==> src/rtl/instr_fetch_issue_pkg.sv <==
// Shared definitions for the fetch/issue stage and the control path: opcode
// constants, instruction field positions, fetch FSM encoding, immediate sign extension.
package instr_fetch_issue_pkg;

  typedef enum logic [1:0] {
    ST_REQ  = 2'd0,
    ST_WAIT = 2'd1,
    ST_HOLD = 2'd2
  } fetch_state_e;

  localparam logic [4:0] OP_R    = 5'b00000;
  localparam logic [4:0] OP_J    = 5'b00001;
  localparam logic [4:0] OP_BNE  = 5'b00010;
  localparam logic [4:0] OP_JAL  = 5'b00011;
  localparam logic [4:0] OP_JR   = 5'b00100;
  localparam logic [4:0] OP_ADDI = 5'b00101;
  localparam logic [4:0] OP_BLT  = 5'b00110;
  localparam logic [4:0] OP_SW   = 5'b00111;
  localparam logic [4:0] OP_LW   = 5'b01000;
  localparam logic [4:0] OP_SETX = 5'b10101;
  localparam logic [4:0] OP_BEX  = 5'b10110;

  localparam int OPCODE_LSB = 27;
  localparam int RD_LSB     = 22;
  localparam int RS_LSB     = 17;
  localparam int RT_LSB     = 12;
  localparam int SHAMT_LSB  = 7;
  localparam int ALUOP_LSB  = 2;
  localparam int FIELD_W    = 5;
  localparam int IMM_W      = 17;
  localparam int TARGET_W   = 27;

  function automatic logic [31:0] sext_imm(input logic [IMM_W-1:0] v);
    return {{(32-IMM_W){v[IMM_W-1]}}, v};
  endfunction

endpackage

==> src/rtl/instr_field_split.sv <==
// Combinational split of a 32-bit instruction word into its named fields,
// including the sign-extended 17-bit immediate; shared with the control path.
module instr_field_split
  import instr_fetch_issue_pkg::*;
(
  input  logic [31:0]         ir_i,
  output logic [FIELD_W-1:0]  opcode_o,
  output logic [FIELD_W-1:0]  rd_o,
  output logic [FIELD_W-1:0]  rs_o,
  output logic [FIELD_W-1:0]  rt_o,
  output logic [FIELD_W-1:0]  shamt_o,
  output logic [FIELD_W-1:0]  aluop_o,
  output logic [31:0]         imm_o,
  output logic [TARGET_W-1:0] target_o
);

  assign opcode_o = ir_i[OPCODE_LSB +: FIELD_W];
  assign rd_o     = ir_i[RD_LSB     +: FIELD_W];
  assign rs_o     = ir_i[RS_LSB     +: FIELD_W];
  assign rt_o     = ir_i[RT_LSB     +: FIELD_W];
  assign shamt_o  = ir_i[SHAMT_LSB  +: FIELD_W];
  assign aluop_o  = ir_i[ALUOP_LSB  +: FIELD_W];
  assign imm_o    = sext_imm(ir_i[IMM_W-1:0]);
  assign target_o = ir_i[TARGET_W-1:0];

endmodule

==> src/rtl/instr_fetch_issue.sv <==
// Fetch/issue stage: owns the PC, keeps one imem request outstanding, presents split
// fields over valid/ready. Define FETCH_PERF_CNT_EN to add perf_issued/perf_squashed.
module instr_fetch_issue
  import instr_fetch_issue_pkg::*;
#(
  parameter int            AW       = 12,
  parameter logic [AW-1:0] RESET_PC = '0
) (
  input  logic          clock,
  input  logic          reset_n,
  output logic          imem_req,
  output logic [AW-1:0] imem_addr,
  input  logic          imem_rvalid,
  input  logic [31:0]   imem_rdata,
  output logic          issue_valid,
  input  logic          issue_ready,
  output logic [AW-1:0] issue_pc,
  output logic [4:0]    opcode,
  output logic [4:0]    rd,
  output logic [4:0]    rs,
  output logic [4:0]    rt,
  output logic [4:0]    shamt,
  output logic [4:0]    aluop,
  output logic [31:0]   imm,
  output logic [26:0]   target,
  input  logic          redirect_valid,
  input  logic [AW-1:0] redirect_pc
`ifdef FETCH_PERF_CNT_EN
  ,
  output logic [31:0]   perf_issued,
  output logic [31:0]   perf_squashed
`endif
);

  fetch_state_e  state_q, state_d;
  logic [AW-1:0] pc_q, pc_d;
  logic [AW-1:0] issue_pc_q, issue_pc_d;
  logic [31:0]   ir_q, ir_d;
  logic          drop_q, drop_d;
  logic          handshake;
  logic          squash;

  always_comb begin
    state_d    = state_q;
    pc_d       = redirect_valid ? redirect_pc : pc_q;
    issue_pc_d = issue_pc_q;
    ir_d       = ir_q;
    drop_d     = drop_q;
    handshake  = 1'b0;
    squash     = 1'b0;
    case (state_q)
      ST_REQ: begin
        // The request to the old PC still goes out; a redirect only marks it stale.
        issue_pc_d = pc_q;
        if (!redirect_valid) pc_d = pc_q + AW'(1);
        drop_d     = redirect_valid;
        state_d    = ST_WAIT;
      end
      ST_WAIT: begin
        if (imem_rvalid) begin
          if (drop_q || redirect_valid) begin
            drop_d  = 1'b0;
            squash  = 1'b1;
            state_d = ST_REQ;
          end else begin
            ir_d    = imem_rdata;
            state_d = ST_HOLD;
          end
        end else if (redirect_valid) begin
          drop_d = 1'b1;
        end
      end
      ST_HOLD: begin
        // A handshake in the redirect cycle still counts as issued.
        if (issue_ready) begin
          handshake = 1'b1;
          state_d   = ST_REQ;
        end else if (redirect_valid) begin
          squash  = 1'b1;
          state_d = ST_REQ;
        end
      end
      default: state_d = ST_REQ;
    endcase
  end

  always_ff @(posedge clock) begin
    if (!reset_n) begin
      state_q    <= ST_REQ;
      pc_q       <= RESET_PC;
      issue_pc_q <= '0;
      ir_q       <= '0;
      drop_q     <= 1'b0;
    end else begin
      state_q    <= state_d;
      pc_q       <= pc_d;
      issue_pc_q <= issue_pc_d;
      ir_q       <= ir_d;
      drop_q     <= drop_d;
    end
  end

  assign imem_req    = reset_n && (state_q == ST_REQ);
  assign imem_addr   = pc_q;
  assign issue_valid = reset_n && (state_q == ST_HOLD);
  assign issue_pc    = issue_pc_q;

  instr_field_split u_split (
    .ir_i     (ir_q),
    .opcode_o (opcode),
    .rd_o     (rd),
    .rs_o     (rs),
    .rt_o     (rt),
    .shamt_o  (shamt),
    .aluop_o  (aluop),
    .imm_o    (imm),
    .target_o (target)
  );

`ifdef FETCH_PERF_CNT_EN
  logic [31:0] perf_issued_q, perf_squashed_q;

  always_ff @(posedge clock) begin
    if (!reset_n) begin
      perf_issued_q   <= '0;
      perf_squashed_q <= '0;
    end else begin
      if (handshake) perf_issued_q   <= perf_issued_q + 32'd1;
      if (squash)    perf_squashed_q <= perf_squashed_q + 32'd1;
    end
  end

  assign perf_issued   = perf_issued_q;
  assign perf_squashed = perf_squashed_q;
`else
  logic unused_perf;
  assign unused_perf = handshake ^ squash;
`endif

endmodule
==> config.mk <==
export PLATFORM = sky130hd
export DESIGN_NAME = instr_fetch_issue
export DESIGN_NICKNAME = d
export VERILOG_FILES = /design/src/rtl/instr_fetch_issue_pkg.sv /design/src/rtl/instr_field_split.sv /design/src/rtl/instr_fetch_issue.sv
export SDC_FILE = /design/constraint.sdc
export NUM_CORES = 1
export LEC_CHECK = 0
export BUFFER_PORTS_ARGS = -buffer_cell sky130_fd_sc_hd__buf_2
export CORE_AREA = 2 2 111 113
export DETAILED_ROUTE_END_ITERATION = 8
export DIE_AREA = 0 0 113 115
export GPL_ROUTABILITY_DRIVEN = 1
export PLACE_DENSITY = 0.59
export SYNTH_ARGS = -nofsm -noshare
export SYNTH_HDL_FRONTEND = slang
export SYNTH_SLANG_ARGS = --single-unit
==> constraint.sdc <==
create_clock -name clock -period 1.7 [get_ports clock]
set_clock_uncertainty 0.1 [all_clocks]
set_input_delay 0.17 -clock clock [delete_from_list [all_inputs] [get_ports clock]]
set_output_delay 0.17 -clock clock [all_outputs]
set_load 0.1 [all_outputs]
==> results.tsv <==
stage	metric	value	unit
status	status	finished with violations	
status	failing checks	design-rule violations, negative hold slack	
hold_path	worst min path class	primary input to flop	
synth	Mapped Area	0.00287	sq mm
setup_path	crit path kind	flop to output pin	
placement	port buffer count	163	
pwr	power after layout	4.58	mW
floorplan	Core Area	0.0118	sq mm
synth	synth warn	0	
sta	fmax	621	MHz
setup_path	end of the worst register-to-register path	imem_addr[7]	
sta	crit path time final	1.61	ns
cts	clk_lat worst skew	0.32	ns
hold_path	Worst Hold End	ir_q[17]	
floorplan	Initial Util	0.243	
routing	DRT antenna net count	0	
synth	Synth Area in Compound Gates	0.162	
cts	Longest Clk Path Bufs	2	
synth	Post-synth EDFFs	0	
finish	share of cells above drive strength 1	0.431	
pwr	leak pwr	2.02	nW
synth	asr flop ratio synth	0	
setup_path	FF-to-FF setup slack	0.10	ns
routing	DR iter-0 viols	124	
cts	CTS Root Cell	clkbuf_16	
synth	area share of the largest cell type after synthesis	0.412	
finish	most frequent cells in the layout	buf_2, nand2_1, dfxtp_1	
sta	final setup vio count	0	
finish	Layout Utilization	0.354	
sta	Pins Over Slew Limit	0	
pwr	switching part of the total	0.351	
finish	Finished Layout Cells	637	
pwr	Logic pwr share	0.261	
cts	TritonCTS clock tree	built	
floorplan	die footprint	0.0130	sq mm
cts	clock slew at reported path FFs	0.05	ns
synth	Yosys reg bits	59	
pwr	Clk pwr share	0.409	
routing	vias	2672	
cts	clk sink count	59	
finish	area of the multi-input gates	0.00118	sq mm
synth	synth top area cells	dfxtp_1, buf_4, nand2_1	
setup_path	Reg2Reg Depth	4	
cts	number of CTS-inserted buffers	9	
setup_path	critical-path cell list	buf_4 > nor2_1 > buf_6 > and2_4 > buf_12	
pwr	part of the power in registers	0.330	
finish	Register Area	0.00121	sq mm
synth	post-synthesis sequential area ratio	0.412	
finish	fillers	1232	
setup_path	CP max-delay cell	dfxtp_1	
floorplan	Ports	164	
hold_path	worst hold path startpoint	imem_rdata[17]	
placement	DP Area	0.00352	sq mm
placement	Inst Count DP	587	
pwr	internal cell power	2.98	mW
floorplan	Horiz. Die Dim	113	um
synth	Synth Area in Adders	0.00437	
floorplan	site row count	40	
setup_path	crit-path leading delay family	buffers and inverters	
placement	GPL Wtd Cong	0.767	
setup_path	worst r2r src	imem_addr[2]	
run	MaxCap Viol Count	0	
setup_path	nature of the critical path endpoint	output pin	
synth	Synth cell types	31	
synth	XOR/XNOR Fraction of Synth Area	0.0336	
synth	Syn Area/Cell	8.40	sq um
placement	DP Wirelength	5710	um
hold_path	Hold Crit Depth	3	
finish	area grow syn2layout	46.0	%
routing	drt total wl	7980	um
pwr	Net Sw Power	1.61	mW
setup_path	nature of the critical path startpoint	flop	
grt	grt ovf	0	
sta	final hold vios	1	
setup_path	CP max FO	9	
routing	drt wl/cell	12.5	um
grt	vias in the first global route	2388	
finish	Layout Nets	535	
grt	GR Util All Layers	0.118	
pwr	PD cells	1100	mW/mm^2
synth	largest area contributor in the netlist	dfxtp_1	
synth	Top FF cell, synth	dfxtp_1	
finish	diode count	0	
pwr	Max VDD drop	0.482	mV
sta	actual slew at the worst max-slew pin	0.532	ns
cts	H-tree levels	3	
synth	Gate Count Post-Synth	341	
synth	Synth Area in Simple Gates	0.201	
grt	initial antenna violation count	0	
setup_path	CP max stage delay	0.30	ns
sta	unrepaired setup endpoints after global routing	true	
sta	Final period util	0.947	
sta	Final Hold Slack	-0.000907	ns
setup_path	critical path data arrival time	1.34	ns
grt	first-pass GRT wire length	12000	um
finish	Design Area, Final	0.00418	sq mm
routing	Post-route DRC	14	
setup_path	WP buf/inv	3	
setup_path	worst path required time	1.43	ns
floorplan	die height	115	um
grt	pin count of the biggest net entering global routing	25	
routing	Pre-antenna DRT Iters	7	
synth	main combinational cell family by area after synthesis	simple AND/OR/NAND/NOR gates	
finish	commonest non-fill, non-tap cell in the layout	buf_2	
synth	syn nets	391	
synth	mux cell area share after synthesis	0.00349	
sta	Slew Limit Headroom	0.648	
routing	drt via density	4.19	
## worst reg2reg max path, stage by stage (launching register included)
cell and delay (ns):
dfxtp_4 0.36, or3b_1 0.50, nor3_2 0.25, xnor2_1 0.17
a21oi_1 0.10
## layout make-up
class	instances	area share
clock buffer	9	0.0538
multi-input combinational	204	0.281
sequential	59	0.290
timing repair buffer	209	0.309
inverter	2	0.00179
clock inverter	7	0.0197
tap	147	0.0440
## registers in the layout, indices dropped and copies added (netlist names), named ones only
name       count
ir_q          32
issue_pc      12
imem_addr     11
state_q        2
drop_q         1
## power by group through the flow
stage               Combinational, mW  Clock, mW  Sequential (mW)
CTS                              1.20       1.95             1.51
global route                     1.25       2.02             1.52
detailed placement               1.13          0             1.54
global placement                 1.13          0             1.54
finish                           1.19       1.87             1.51
floorplan                       0.536          0             1.96
## worst max-delay path by stage
stage                              from       endpoint  cells past startpoint
after CTS                    state_q[1]       ir_q[17]                      6
after detailed placement     state_q[1]       ir_q[17]                      6
after global placement       state_q[1]       ir_q[16]                      6
final                        state_q[1]       imem_req                      5
after global routing         state_q[1]       ir_q[14]                      6
after floorplan           imem_addr[10]  imem_addr[11]                      4
## kinds of logic after synthesis
group                      Yosys count
and+or+nand+nor                    123
muxes                                1
AOI/OAI and AO/OA                   68
adders and majority gates            1
xor gates and xnor gates            11
buffers and inverters               78
DFF                                 59
## repair_timing
action                                 in CTS  in global routing
hold buffers                               33                  0
buffers inserted                            1                  0
gates resized for setup                     1                  4
endpoints found under the hold margin      33                  0
setup endpoints to repair                   1                 19
## metal layers
metal  GRT usage  vias to the layer above  routed length, um
li1            -                     1350                  -
met1       0.151                     1215               3580
met2       0.187                       97               3820
met3      0.0290                       10                441
met4      0.0553                        0                141
met5           0                        -                  0
## metrics by stage
step | setup TNS, ns | worst slack (ns)
after floorplan | -0.181 | -0.179
after global placement | 0 | 0.0809
after detailed placement | 0 | 0.0315
after CTS | 0 | 0.0134
after global routing | -0.0638 | -0.0333
final | 0 | 0.0907
## synth_stat cells (2+ instances only)
library cell   n
a21boi_0      18
a21boi_1      26
a21oi_1        9
and2_1         2
and3b_1        2
buf_2          8
buf_4         57
clkbuf_1      10
dfxtp_1       59
inv_1          2
nand2_1       95
nand4_1        3
nor2_1         5
nor3_1         4
nor3b_1        3
nor4_4         2
o211a_1        2
o21ai_0       11
or2_2          2
xnor2_1        9
xor2_1         2
Note: power is estimated with default switching activity, not from simulation.
